File: config.mk
export PLATFORM = sky130hd
export DESIGN_NAME = imem_loader_flat
export DESIGN_NICKNAME = d
export VERILOG_FILES = /design/src/rtl/imem_pkg.sv /design/src/rtl/imem_loader_if.sv /design/src/rtl/imem_loader_byte_packer.sv /design/src/rtl/imem_loader.sv /design/src/flat_wrapper.sv
export SDC_FILE = /design/constraint.sdc
export NUM_CORES = 1
export LEC_CHECK = 0
export ABC_AREA = 1
export CAP_MARGIN = 20
export CORE_ASPECT_RATIO = 0.75
export CORE_MARGIN = 2
export CORE_UTILIZATION = 52
export DETAILED_ROUTE_END_ITERATION = 16
export GPL_ROUTABILITY_DRIVEN = 0
export GPL_TIMING_DRIVEN = 0
export PLACE_DENSITY = 0.79
export RECOVER_POWER = 25
export SYNTH_ARGS = -nofsm -noshare
export SYNTH_HDL_FRONTEND = slang
export SYNTH_SLANG_ARGS = --single-unit
File: constraint.sdc
create_clock -name clk -period 2.42 [get_ports clk]
set_clock_uncertainty 0.1 [all_clocks]
set_input_delay 0.242 -clock clk [delete_from_list [all_inputs] [get_ports clk]]
set_output_delay 0.242 -clock clk [all_outputs]
set_load 0.01 [all_outputs]
File: src/rtl/imem_pkg.sv
// Shared constants and types for the instruction-memory loader.
// The CHECK state exists only when IMEM_LOADER_CHECKSUM_EN is defined.
package imem_pkg;

    localparam int unsigned DEPTH = 1024;
    localparam int unsigned AW    = $clog2(DEPTH);

    typedef logic [31:0] inst_t;

    typedef enum logic [1:0] {
        S_IDLE  = 2'd0,
        S_LOAD  = 2'd1,
`ifdef IMEM_LOADER_CHECKSUM_EN
        S_CHECK = 2'd2,
`endif
        S_DONE  = 2'd3
    } loader_state_e;

endpackage

File: src/rtl/imem_loader_if.sv
// Byte-stream input plus instruction-memory write port of the loader.
// slave is the loader side, master is the producer/memory side.
interface imem_loader_if
    import imem_pkg::*;
#(
    parameter int unsigned ADDR_W = AW
) ();

    logic              in_valid;
    logic [7:0]        in_data;
    logic              in_ready;
    logic              mem_we;
    logic [ADDR_W-1:0] mem_addr;
    inst_t             mem_wdata;

    modport master (
        output in_valid, in_data,
        input  in_ready, mem_we, mem_addr, mem_wdata
    );

    modport slave (
        input  in_valid, in_data,
        output in_ready, mem_we, mem_addr, mem_wdata
    );

endinterface

File: src/rtl/imem_loader_byte_packer.sv
// Packs accepted bytes big-endian into 32-bit words; word_valid fires
// combinationally with the fourth byte so the caller can register it.
module byte_packer
    import imem_pkg::*;
(
    input  logic       clk,
    input  logic       rst_n,
    input  logic       clear,
    input  logic       byte_en,
    input  logic [7:0] byte_data,
    output logic       word_valid,
    output inst_t      word
);

    logic [1:0]  cnt_q, cnt_d;
    logic [23:0] shift_q, shift_d;

    always_comb begin
        cnt_d   = cnt_q;
        shift_d = shift_q;
        if (clear) begin
            cnt_d   = '0;
            shift_d = '0;
        end else if (byte_en) begin
            cnt_d   = cnt_q + 2'd1;
            shift_d = {shift_q[15:0], byte_data};
        end
    end

    always_ff @(posedge clk or negedge rst_n) begin
        if (!rst_n) begin
            cnt_q   <= '0;
            shift_q <= '0;
        end else begin
            cnt_q   <= cnt_d;
            shift_q <= shift_d;
        end
    end

    assign word_valid = byte_en && (cnt_q == 2'd3);
    assign word       = {shift_q, byte_data};

endmodule

File: src/rtl/imem_loader.sv
// Streams a byte image into instruction memory from word 0 and stalls fetch
// meanwhile. IMEM_LOADER_CHECKSUM_EN adds a trailing XOR checksum byte.
module imem_loader
    import imem_pkg::*;
(
    input  logic            clk,
    input  logic            rst,
    input  logic            start,
    input  logic [AW:0]     word_count,
    imem_loader_if.slave    bus,
    output logic            hold,
    output logic            done,
    output logic            err
);

    loader_state_e state_q, state_d;
    logic [AW:0]   remaining_q, remaining_d;
    logic [AW-1:0] waddr_q, waddr_d;
    logic          mem_we_q, mem_we_d;
    logic [AW-1:0] mem_addr_q, mem_addr_d;
    inst_t         mem_wdata_q, mem_wdata_d;
    logic          done_q, done_d;
    logic          in_ready;
    logic          load_byte;
    logic          pack_clear;
    logic          word_valid;
    inst_t         word;
`ifdef IMEM_LOADER_CHECKSUM_EN
    logic [7:0]    csum_q, csum_d;
    logic          err_q, err_d;
`endif

    always_comb begin
        in_ready = (state_q == S_LOAD);
`ifdef IMEM_LOADER_CHECKSUM_EN
        in_ready = in_ready || (state_q == S_CHECK);
`endif
    end

    assign load_byte = bus.in_valid && in_ready && (state_q == S_LOAD);

    byte_packer u_packer (
        .clk        (clk),
        .rst_n      (rst),
        .clear      (pack_clear),
        .byte_en    (load_byte),
        .byte_data  (bus.in_data),
        .word_valid (word_valid),
        .word       (word)
    );

    always_comb begin
        state_d     = state_q;
        remaining_d = remaining_q;
        waddr_d     = waddr_q;
        mem_we_d    = 1'b0;
        mem_addr_d  = mem_addr_q;
        mem_wdata_d = mem_wdata_q;
        pack_clear  = 1'b0;
`ifdef IMEM_LOADER_CHECKSUM_EN
        csum_d      = csum_q;
        err_d       = err_q;
`endif
        case (state_q)
            S_IDLE: begin
                if (start) begin
                    remaining_d = (word_count == '0) ? (AW + 1)'(DEPTH) : word_count;
                    waddr_d     = '0;
                    pack_clear  = 1'b1;
`ifdef IMEM_LOADER_CHECKSUM_EN
                    csum_d      = '0;
                    err_d       = 1'b0;
`endif
                    state_d     = S_LOAD;
                end
            end
            S_LOAD: begin
`ifdef IMEM_LOADER_CHECKSUM_EN
                if (load_byte) csum_d = csum_q ^ bus.in_data;
`endif
                // waddr advances on the same edge the old value is captured for the write
                if (word_valid) begin
                    mem_we_d    = 1'b1;
                    mem_addr_d  = waddr_q;
                    mem_wdata_d = word;
                    waddr_d     = waddr_q + AW'(1);
                    remaining_d = remaining_q - (AW + 1)'(1);
                    if (remaining_q == (AW + 1)'(1)) begin
`ifdef IMEM_LOADER_CHECKSUM_EN
                        state_d = S_CHECK;
`else
                        state_d = S_DONE;
`endif
                    end
                end
            end
`ifdef IMEM_LOADER_CHECKSUM_EN
            S_CHECK: begin
                if (bus.in_valid) begin
                    err_d   = (bus.in_data != csum_q);
                    state_d = S_DONE;
                end
            end
`endif
            S_DONE:  state_d = S_IDLE;
            default: state_d = S_IDLE;
        endcase
        done_d = (state_d == S_DONE);
    end

    always_ff @(posedge clk or negedge rst) begin
        if (!rst) begin
            state_q     <= S_IDLE;
            remaining_q <= '0;
            waddr_q     <= '0;
            mem_we_q    <= 1'b0;
            mem_addr_q  <= '0;
            mem_wdata_q <= '0;
            done_q      <= 1'b0;
`ifdef IMEM_LOADER_CHECKSUM_EN
            csum_q      <= '0;
            err_q       <= 1'b0;
`endif
        end else begin
            state_q     <= state_d;
            remaining_q <= remaining_d;
            waddr_q     <= waddr_d;
            mem_we_q    <= mem_we_d;
            mem_addr_q  <= mem_addr_d;
            mem_wdata_q <= mem_wdata_d;
            done_q      <= done_d;
`ifdef IMEM_LOADER_CHECKSUM_EN
            csum_q      <= csum_d;
            err_q       <= err_d;
`endif
        end
    end

    assign bus.in_ready  = in_ready;
    assign bus.mem_we    = mem_we_q;
    assign bus.mem_addr  = mem_addr_q;
    assign bus.mem_wdata = mem_wdata_q;
    assign hold          = (state_q != S_IDLE);
    assign done          = done_q;
`ifdef IMEM_LOADER_CHECKSUM_EN
    assign err           = err_q;
`else
    assign err           = 1'b0;
`endif

endmodule

File: src/flat_wrapper.sv
// flat-port wrapper written by rule: the top's interface ports become plain ports
module imem_loader_flat import imem_pkg::*;
  (clk, rst, start, word_count, hold, done, err, bus_in_valid, bus_in_data, bus_in_ready, bus_mem_we, bus_mem_addr, bus_mem_wdata);
  imem_loader_if bus_i ();
  input  logic clk;
  input  logic rst;
  input  logic start;
  input  logic [AW:0] word_count;
  output logic hold;
  output logic done;
  output logic err;
  input wire logic [$bits(bus_i.in_valid)-1:0] bus_in_valid;
  input wire logic [$bits(bus_i.in_data)-1:0] bus_in_data;
  output wire logic [$bits(bus_i.in_ready)-1:0] bus_in_ready;
  output wire logic [$bits(bus_i.mem_we)-1:0] bus_mem_we;
  output wire logic [$bits(bus_i.mem_addr)-1:0] bus_mem_addr;
  output wire logic [$bits(bus_i.mem_wdata)-1:0] bus_mem_wdata;
  assign bus_i.in_valid = bus_in_valid;
  assign bus_i.in_data = bus_in_data;
  assign bus_in_ready = bus_i.in_ready;
  assign bus_mem_we = bus_i.mem_we;
  assign bus_mem_addr = bus_i.mem_addr;
  assign bus_mem_wdata = bus_i.mem_wdata;
  imem_loader u_core (.clk(clk), .rst(rst), .start(start), .word_count(word_count), .bus(bus_i), .hold(hold), .done(done), .err(err));
endmodule
Word-level counts from Yosys, hierarchy flattened
Index checks and enable logic that the tools add are counted.
Word-level totals
  flip-flop bits (word level): 93
Operators by class
  add/sub/neg operators: 3
  equal/unequal tests: 6
  mux-type cells: 19
  reductions and logical operators: 10
Operators by type and width (number)
  $mux 24: 2
  $mux 11: 3
  $pmux 11 s2: 1
  $mux 10: 2
  $pmux 10 s2: 1
  $eq 11x1->1 const B: 1
  $logic_not 11->1: 1
  $sub 11x1->11 const B: 1
  $add 10x1->10 const B: 1
  $mux 2: 5
  $reduce_bool 2->1: 3
  $eq 2x2->1 const B: 2
  $mux 1: 4
  $ne 2x2->1 const B: 2
  $pmux 2 s2: 1
  $logic_and 1x1->1: 3
  $reduce_and 3->1: 1
  $add 2x1->2 const B: 1
  $eq 2x1->1 const B: 1
  $logic_not 2->1: 1
  $reduce_and 2->1: 1

Longest topological paths before layout
Gate-level depths: netlist of the first run.
  depth in word-level cells: 7
  mapped depth: 10

Hierarchy
Synthesis of the first run repeated with hierarchy kept, for this count alone.
Second synthesis, totals
  cell total of the unflattened synthesis: 511
  area, all modules: 4410.5 µm²
Modules (own cells, without submodules)
  imem_loader: instances 1, cells an instance 386, area each 3145.5 µm², seq. area each 1676.6 µm²
  byte_packer: instances 1, cells an instance 125, area each 1265.0 µm², seq. area each 650.6 µm²

Worst setup path after synthesis of the first run
Ideal clock, no wire load.
  kind: register to register
  start: register u_core.remaining_q[0]
  end: register u_core.remaining_q[10]
  arrival time: 1192 ps
  required time: 2204 ps
  slack: 1012 ps
  stages on the path, launching flop included: 10
  path buffers: 0
  clock period less this slack: 1408 ps
  path through: dfrtp_1 -> inv_1 -> ha_1 -> nand2_1 -> nor2_1 -> nand3_1 -> nand3_1 -> nand2_1 -> nand2_1 -> nand2_1
Between the ends
  word-level cells in the longest chain between the ends: 3
Ends and longest elaborated chain
  from (decl): line imem_loader.sv:17  | logic [AW:0] remaining_q, remaining_d;
  from (signal assigned): line imem_loader.sv:126  | remaining_q <= remaining_d;
  $sub 11x1->11: line imem_loader.sv:87  | remaining_d = remaining_q - (AW + 1)'(1);
  $mux 11: line imem_loader.sv:82  | if (word_valid) begin
  $pmux 11 s2: line imem_loader.sv:64  | case (state_q)
Every way passes these cells. The select of a mux whose other input is x is not followed.
A chain may end at the register's enable or synchronous reset.

Worst setup path in the final report of the first run
  start: register u_core.state_q[1]
  end: output port bus_in_ready
Between the ends
  word-level cells in the longest chain between the ends: 1
Ends and longest elaborated chain
  from (decl): line imem_loader.sv:16  | loader_state_e state_q, state_d;
  from (signal assigned): line imem_loader.sv:125  | state_q <= state_d;
  $eq 2x1->1: line imem_loader.sv:34  | in_ready = (state_q == S_LOAD);
  to (decl): line flat_wrapper.sv:14  | output wire logic [$bits(bus_i.in_ready)-1:0] bus_in_ready;
Every way passes these cells.

==> results.yml, run 1 <==
worst_hold_path:
  hold_depth: 3
  hold_end: "u_core.remaining_q[6]"
  hold_start: "word_count[6]"
  hold_class: "in -> reg"
power:
  power_frac_seq: 0.430
  p_sw_frac: 0.362
  power.switching_mw: 2.07
  power.internal_mw: 3.65
  clock_power_share: 0.185
  p_leak_nw: 2.37
  p_comb_frac: 0.386
  powerDensity_nw_per_um2: 1150
  max-vdd-ir-drop_mv: 0.486
yosys:
  postSynthAreaPerCell_um2: 9.08
  synthTopCellsByArea: "dfrtp_1 59%, nand2_1 9.5%, o21ai_0 7.0%"
  yosysSeqAreaShare: 0.590
  syn-cell-area_um2: 3940
  synth_enable_flop_cells: 0
  synth-async-reset-ratio: 1.00
  yosys.cell_types.count: 30
  yosys_register_bits: 93
  synth_top_area_share: 0.590
  synthFlopType: "dfrtp_1"
  yosys_warnings: 0
  syn_inst: 434
  synth_top_area_cell: "dfrtp_1"
  syn_nets: 461
critical_path:
  reg2reg_depth: 6
  r2r-start: "u_core.u_packer.cnt_q[0]"
  critPathCaptureType: "primary output"
  required_ns: 2.08
  start_kind: "register"
  path_max_fanout: 10
  worstSetupPathType: "reg -> out"
  rrSetupSlack_ns: 0.69
  rr_endpoint: "u_core.bus.mem_wdata[29]"
  worstPathArrival_ns: 1.78
die:
  coreArea_um2: 7330
  rows: 27
  dieArea_um2: 8300
  io-pin-count: 70
  die_height_um: 79.4
  initial_core_util: 0.538
  die_w_um: 105
placement:
  io_buffers: 68
  hpwl_um: 6680
  place_area_um2: 4770
cts:
  insertion_delay_ns: 0.37
  ctsResizeCount: 0
  clk_pin_slew_worst_paths_ns: 0.09
  clock-sinks: 93
  cts_max_level: 3
  cts_root_buffer: "clkbuf_8"
  cts.path.max_buffers: 2
  numCtsBuffers: 9
  cts_tree: "yes"
flow_run:
  cap_viol_max_count: 0
timing:
  slew_headroom: 0.0598
  timing.final.max_slew_violations: 0
  finalHoldViolCount: 0
  worst_pin_slew_ns: 1.41
  fmaxAchievable_mhz: 472
  finalSetupTns_ns: 0
  layout_min_cycle_time_ns: 2.12
  setup_viol: 0
  rsz0062_at_grt: "false"
  period_share: 0.876
  whs_ns: 0.341
routing:
  via_per_inst: 5.20
  num_vias: 3229
  detail-route-antenna-nets: 0
  drt_iter0_markers: 246
  drt-wirelength-per-cell_um: 14.8
  drt_first_pass_iters: 4
  drc: 0
  routed_wl_um: 9190
cells_and_area:
  drive_gt1_frac: 0.0673
  final_common_cell: "nand2_1"
  seqCellArea_um2: 2330
  diodes: 0
  layout_common_cells: "100 x nand2_1, 93 x dfrtp_1, 68 x inv_1"
  multi_input_area_um2: 1260
  final_util: 0.679
  area_delta_synth_final_pct: 26.3
  fillers: 600
  final_area_um2: 4980
  layout.nets: 542
global_routing:
  gr-usage-all-layers: 0.239
  grt.overflow.total: 0
  antenna_found_initial: 0
  grt_pass1_vias: 3102
  grt_start_max_net_pins: 70
  grt_pass1_wl_um: 15500
outcome:
  status: "completed"
==> power groups by stage <==
stage,Sequential [mW],Combinational (mW),Clock (mW)
after floorplan,2.58,1.03,0
after global placement,2.46,2.12,0
after detailed placement,2.48,2.20,0
after CTS,2.45,2.22,1.07
after global routing,2.53,2.46,1.13
final,2.46,2.20,1.06
==> registers in the layout (all words and copies together), names as in the netlist <==
register                 cells
u_core.bus.mem_wdata        32
u_core.u_packer.shift_q     24
u_core.remaining_q          11
u_core.bus.mem_addr         10
u_core.waddr_q              10
u_core.state_q               2
u_core.u_packer.cnt_q        2
u_core.bus.mem_we            1
u_core.done                  1
==> through the flow <==
stage          setup WS, ns  instances  total power [mW]
2_1_floorplan          1.01        434              3.61
3_3_place_gp          -2.28        603              4.58
3_5_place_dp          0.513        604              4.68
4_1_cts               0.286        621              5.74
5_1_grt               0.217        621              6.11
6_report              0.300        621              5.72
==> worst max path at each step <==
stage                               endpoint                   from  slack, ns  depth (start not counted)
floorplan             u_core.remaining_q[10]  u_core.remaining_q[0]       1.01                          9
global placement       u_core.remaining_q[2]                    rst      -2.28                          1
detailed placement  u_core.bus.mem_wdata[28]           bus_in_valid       0.51                          6
CTS                             bus_in_ready      u_core.state_q[1]       0.29                          3
global route                    bus_in_ready      u_core.state_q[0]       0.22                          4
finish                          bus_in_ready      u_core.state_q[1]       0.30                          3
==> metal layers <==
layer | global-route usage | vias to the layer above | part of all wire
li1 | - | 1567 | -
met4 | 0.0824 | 0 | 0.019
met1 | 0.344 | 1534 | 0.47
met5 | 0 | - | 0
met2 | 0.365 | 107 | 0.45
met3 | 0.0514 | 21 | 0.058
==> cell families after synthesis <==
group,after synthesis,synth area share
AOI/OAI and AO/OA,93,0.131
xor gates and xnor gates,2,0.00445
adders and majority gates,4,0.0127
buffers and inverters,87,0.0892
DFF,93,0.590
other,1,0.000951
and+or+nand+nor,154,0.171
==> cell type report <==
cell class,count,share of cell area
Sequential cell,93,0.467
Clock buffer,10,0.0256
Buffer,18,0.0186
Inverter,69,0.0520
Timing Repair Buffer,70,0.143
Tap cell,101,0.0254
Multi-Input combinational cell,254,0.254
Clock inverter,6,0.0146
==> critical path, cell delays in order (launching register included) <==
cell,delay (ns)
dfrtp_1,0.42
nor2_4,0.17
buf_2,0.25
clkdlybuf4s50_1,0.57
==> cell usage after synthesis (3+ instances only) <==
master / instances
nand4_1: 7
o21ai_1: 3
nand2_1: 100
nor3_1: 6
o22ai_1: 24
inv_1: 68
dfrtp_1: 93
nor2_1: 14
o21ai_0: 55
nand3_1: 18
ha_1: 4
o211ai_1: 3
a21oi_1: 4
clkbuf_1: 7
buf_2: 8
==> what timing repair did <==
| action | in CTS | in global routing |
|---|---|---|
| hold endpoints to repair | 24 | 0 |
| setup buffers | 0 | 0 |
| hold buffers | 1 | 0 |
(Power assumes the default switching activity.)
==> inputs of run 2 (changes only) <==
- CORE_MARGIN: 2 -> not set
- DONT_BUFFER_PORTS: not set -> 1
- GPL_TIMING_DRIVEN: 0 -> not set
- PLACE_DENSITY: 0.79 -> 0.67
==> run 2 against run 1 <==
The run now ends with negative hold slack left. Clock power down 12%. Sequential power up 8%. Highest routed layer unchanged. Via count fell by 11%. Core utilization decreased by 8.7 points. Power fell by 15%.
==> results.yml, run 2 (same netlist as run 1, synthesis figures left out) <==
cts:
  post_cts_buffers: 0
  cts.path.max_buffers: 2
  ctsResizeCount: 0
  cts_root_buffer: "clkbuf_8"
  clock-sinks: 93
  insertion_delay_ns: 0.36
  clk_pin_slew_worst_paths_ns: 0.09
  cts_tree: "yes"
  numCtsBuffers: 9
  cts_max_level: 3
  postCtsHoldBufs: 16
critical_path:
  start_kind: "register"
  max_stage_delay_ns: 0.42
  critPathCaptureType: "register"
  crit_family: "simple AND/OR/NAND/NOR gates"
  required_ns: 2.62
  worstPathArrival_ns: 2.11
  path_max_fanout: 22
  worstSetupPathType: "reg -> reg"
  cp_num_buf_inv: 0
  crit_chain: "nor2_4 -> nand3_4 -> nand2_2 -> nand2_1 -> o21ai_0 -> nand2_1 -> nor2_1"
  crit_slowest_cell: "dfrtp_1"
  path_common_cell: "nand2_1"
die:
  initial_core_util: 0.538
  die_w_um: 103
  die_height_um: 77.4
  coreArea_um2: 7330
  rows: 27
  dieArea_um2: 7930
  io-pin-count: 70
cells_and_area:
  area_delta_synth_final_pct: 10.3
  drive_gt1_frac: 0.0640
  final_common_cell: "nand2_1"
  final_area_um2: 4350
  seqCellArea_um2: 2330
  largest_reg_flops: 32
  stdcell_count: 554
  diodes: 0
  layout_common_cells: "100 x nand2_1, 93 x dfrtp_1, 68 x inv_1"
  fillers: 669
  multi_input_area_um2: 1260
  layout.nets: 475
routing:
  detail-route-antenna-nets: 0
  drt_first_pass_iters: 4
  drt-wirelength-per-cell_um: 14.4
  num_vias: 2875
  via_per_inst: 5.19
  routed_wl_um: 7980
  drt_iter0_markers: 151
  drc: 0
power:
  p_sw_frac: 0.388
  power_frac_seq: 0.546
  p_comb_frac: 0.261
  power.switching_mw: 1.88
  powerDensity_nw_per_um2: 1120
  power.internal_mw: 2.97
  clock_power_share: 0.192
  max-vdd-ir-drop_mv: 0.418
  p_leak_nw: 2.13
timing:
  period_share: 0.790
  fin_ws_ns: 0.509
  fmaxAchievable_mhz: 523
  finalSetupTns_ns: 0
  layout_min_cycle_time_ns: 1.91
  finalHoldViolCount: 93
  whs_ns: -0.535
  setup_viol: 0
  timing.final.max_slew_violations: 0
  rsz0062_at_grt: "false"
global_routing:
  grt.overflow.total: 0
  grt_start_max_net_pins: 94
  gr-usage-all-layers: 0.217
  antenna_found_initial: 0
  grt_pass1_vias: 2708
  grt_pass1_wl_um: 13100
outcome:
  status: "complete, but fails checks"
  violations: "negative hold slack"
placement:
  pre_cts_slack_ns: 0.544
  place_area_um2: 4010
  hpwl_um: 5300
  io_buffers: 0
  dpl.cell_count: 522
worst_hold_path:
  hold_class: "in -> async"
flow_run:
  cap_viol_max_count: 0
## run 2: changes by cell type in the layout (fill, tap and decap cells not counted), moves of 2 or more
cell	delta
clkinv_2	+2
buf_2	-8
dlygate4sd3_1	+15
inv_6	+3
clkdlybuf4s50_1	-67
clkinv_4	-3
clkbuf_1	-9
buf_4	+3
## run 2: cell type report
cell class,instances,area share
well taps,101,0.0291
multi-input cells,254,0.291
clock buffers,9,0.0285
repair buffers,21,0.0455
clock inverters,7,0.0112
inverters,69,0.0596
flip-flops and latches,93,0.536
## run 2: layer usage
| layer | vias to the layer above | wire, um | track usage |
|---|---|---|---|
| li1 | 1426 | - | - |
| met1 | 1364 | 3960 | 0.314 |
| met2 | 80 | 3350 | 0.303 |
| met3 | 5 | 606 | 0.0865 |
| met4 | 0 | 59 | 0.0514 |
| met5 | - | 0 | 0 |
## run 2: power groups by stage
stage	Clock (mW)	Sequential (mW)	Combinational [mW]
6_report	0.933	2.65	1.27
5_1_grt	1.03	2.73	1.49
4_1_cts	0.961	2.66	1.27
3_5_place_dp	0	2.69	1.25
3_3_place_gp	0	2.67	1.20
2_1_floorplan	0	2.58	1.03
## run 2: worst paths after layout
| kind | endpoint | slack, ns | cells past startpoint | from |
|---|---|---|---|---|
| max reg2reg | u_core.waddr_q[5] | 0.51 | 7 | u_core.state_q[1] |
| max in group asynchronous | u_core.remaining_q[9] | 2.63 | 0 | rst |
| min in group clk | u_core.remaining_q[0] | 0.03 | 2 | word_count[0] |
| min reg2reg | u_core.u_packer.cnt_q[0] | 0.42 | 1 | u_core.u_packer.cnt_q[0] |
| max | u_core.waddr_q[5] | 0.51 | 7 | u_core.state_q[1] |
| min | u_core.bus.mem_addr[7] | -0.54 | 0 | rst |
## run 2: metrics by stage
| step | hold slack (ns) | util | power (mW) |
|---|---|---|---|
| after floorplan | -0.154 | - | 3.61 |
| after global placement | -0.151 | 0.547 | 3.87 |
| after detailed placement | -0.151 | 0.547 | 3.93 |
| after CTS | -0.548 | 0.593 | 4.89 |
| after global routing | -0.562 | 0.593 | 5.25 |
| final | -0.535 | 0.593 | 4.85 |
==> inputs of run 3 (changes only) <==
- PLACE_DENSITY: 0.67 -> 0.7
- clock period: 2.42 -> 1.64 ns (I/O delays scaled with it)
==> run 3 against run 2 <==
The flow still finishes with violations (negative hold slack). Register-to-register slack got worse by 0.39 ns. Die area unchanged. Via count increased by 3.2%. Sequential cell count unchanged. Combinational power increased by 59%. Hold slack got worse by 0.083 ns. Global-route usage increased by 0.063 points. Largest power group unchanged.
==> results.yml, run 3 (same netlist as run 1, synthesis figures left out) <==
timing:
  setup_viol: 0
  fmaxAchievable_mhz: 660
  timing.final.max_slew_violations: 0
  finalSetupTns_ns: 0
  whs_ns: -0.618
  fin_ws_ns: 0.124
  layout_min_cycle_time_ns: 1.52
  period_share: 0.924
  finalHoldViolCount: 93
  rsz0062_at_grt: "false"
cells_and_area:
  layout_common_cells: "100 x nand2_1, 93 x dfrtp_1, 68 x inv_1"
  drive_gt1_frac: 0.0779
  area_delta_synth_final_pct: 13.8
  final_common_cell: "nand2_1"
  final_util: 0.612
  largest_reg_flops: 32
  layout.nets: 484
  diodes: 0
power:
  power.switching_mw: 2.88
  max-vdd-ir-drop_mv: 0.638
  p_leak_nw: 2.19
  power_frac_seq: 0.529
  power.internal_mw: 4.51
  p_comb_frac: 0.273
  p_sw_frac: 0.389
  powerDensity_nw_per_um2: 1650
  clock_power_share: 0.198
cts:
  clock-sinks: 93
  post_cts_buffers: 0
  postCtsHoldBufs: 19
  cts_tree: "yes"
  numCtsBuffers: 9
  cts_max_level: 3
  cts.path.max_buffers: 2
  cts_root_buffer: "clkbuf_8"
  clk_pin_slew_worst_paths_ns: 0.10
  insertion_delay_ns: 0.36
worst_hold_path:
  hold_class: "in -> async"
critical_path:
  path_max_fanout: 23
  required_ns: 1.83
  r2r-start: "u_core.u_packer.cnt_q[0]"
  worstSetupPathType: "reg -> reg"
  start_kind: "register"
  crit_chain: "ha_1 -> nand3_4 -> buf_4 -> o21ai_0 -> a22oi_1"
  max_stage_delay_ns: 0.40
  rrSetupSlack_ns: 0.12
  critPathCaptureType: "register"
  reg2reg_depth: 5
  worstPathArrival_ns: 1.70
  crit_slowest_cell: "dfrtp_1"
  rr_endpoint: "u_core.waddr_q[4]"
placement:
  hpwl_um: 5290
  io_buffers: 0
  pre_cts_slack_ns: 0.106
routing:
  drt_first_pass_iters: 5
  detail-route-antenna-nets: 0
  drt_iter0_markers: 142
  routed_wl_um: 8000
  drt-wirelength-per-cell_um: 14.2
  num_vias: 2967
  drc: 0
  via_per_inst: 5.27
global_routing:
  antenna_found_initial: 0
  grt_pass1_vias: 2725
  gr-usage-all-layers: 0.217
  grt_start_max_net_pins: 94
  grt.overflow.total: 0
  grt_pass1_wl_um: 13100
die:
  die_w_um: 103
  die_height_um: 77.4
  rows: 27
  io-pin-count: 70
  dieArea_um2: 7930
  coreArea_um2: 7330
  initial_core_util: 0.538
flow_run:
  cap_viol_max_count: 0
outcome:
  status: "complete, but fails checks"
  violations: "negative hold slack"
==> run 3: changes by cell type in the layout (fill, tap and decap cells not counted) <==
cell / change
buf_12: +3
buf_4: +3
clkinv_2: -3
dlygate4sd3_1: +3
clkinv_4: +2
inv_8: +2
inv_6: -1
nand2_2: -1
nand2_4: +1
nor2_1: -1
nor2_4: +1
==> run 3: worst max path at each step <==
| stage | from | end | slack (ns) |
|---|---|---|---|
| 6_report | u_core.u_packer.cnt_q[0] | u_core.waddr_q[4] | 0.12 |
| 5_1_grt | u_core.waddr_q[0] | u_core.waddr_q[6] | 0.03 |
| 4_1_cts | u_core.remaining_q[0] | u_core.remaining_q[10] | 0.07 |
| 3_5_place_dp | u_core.remaining_q[0] | u_core.remaining_q[10] | 0.11 |
| 3_3_place_gp | u_core.u_packer.cnt_q[0] | u_core.remaining_q[7] | 0.15 |
| 2_1_floorplan | u_core.remaining_q[0] | u_core.remaining_q[10] | 0.23 |
==> run 3: per-layer routing <==
metal  GRT usage  part of all wire  vias up
met5           0                 0        -
met4      0.0471            0.0052        0
met3      0.0829             0.087        4
met2       0.292              0.42      105
met1       0.331              0.49     1412
li1            -                 -     1446
==> run 3: final cells by class <==
type | count | area [um^2]
Sequential cell | 93 | 2330
Inverter | 69 | 259
Tap cell | 101 | 126
Timing Repair Buffer | 30 | 310
Multi-Input combinational cell | 254 | 1270
Fill cell | 659 | 2840
Clock buffer | 9 | 124
Clock inverter | 7 | 65.1
==> run 3: critical path: cells and delay by family, from the launching register on <==
kind / cells / cell delay [ns]
AOI/OAI and AO/OA: 2 / 0.32
adders and majority gates: 1 / 0.23
buffers and inverters: 1 / 0.27
DFF: 1 / 0.40
and+or+nand+nor: 1 / 0.13
==> run 3: timing repair <==
action / in CTS / in global routing
gates resized for setup: 0 / 3
hold endpoints to repair: 120 / 93
setup endpoints to repair: 0 / 6
==> run 3: through the flow <==
| step | area, um^2 | total power, mW | std cells |
|---|---|---|---|
| 2_1_floorplan | 3940 | 5.32 | 434 |
| 3_3_place_gp | 4100 | 5.81 | 528 |
| 3_5_place_dp | 4100 | 5.91 | 528 |
| 4_1_cts | 4470 | 7.42 | 563 |
| 5_1_grt | 4490 | 7.97 | 563 |
| 6_report | 4490 | 7.38 | 563 |
==> run 3: power by group through the flow <==
stage                     logic (mW)  clock network [mW]  registers (mW)
final                           2.02                1.46            3.90
after global routing            2.33                1.62            4.02
after CTS                       2.00                1.51            3.91
after detailed placement        1.95                   0            3.95
after global placement          1.87                   0            3.93
after floorplan                 1.52                   0            3.80
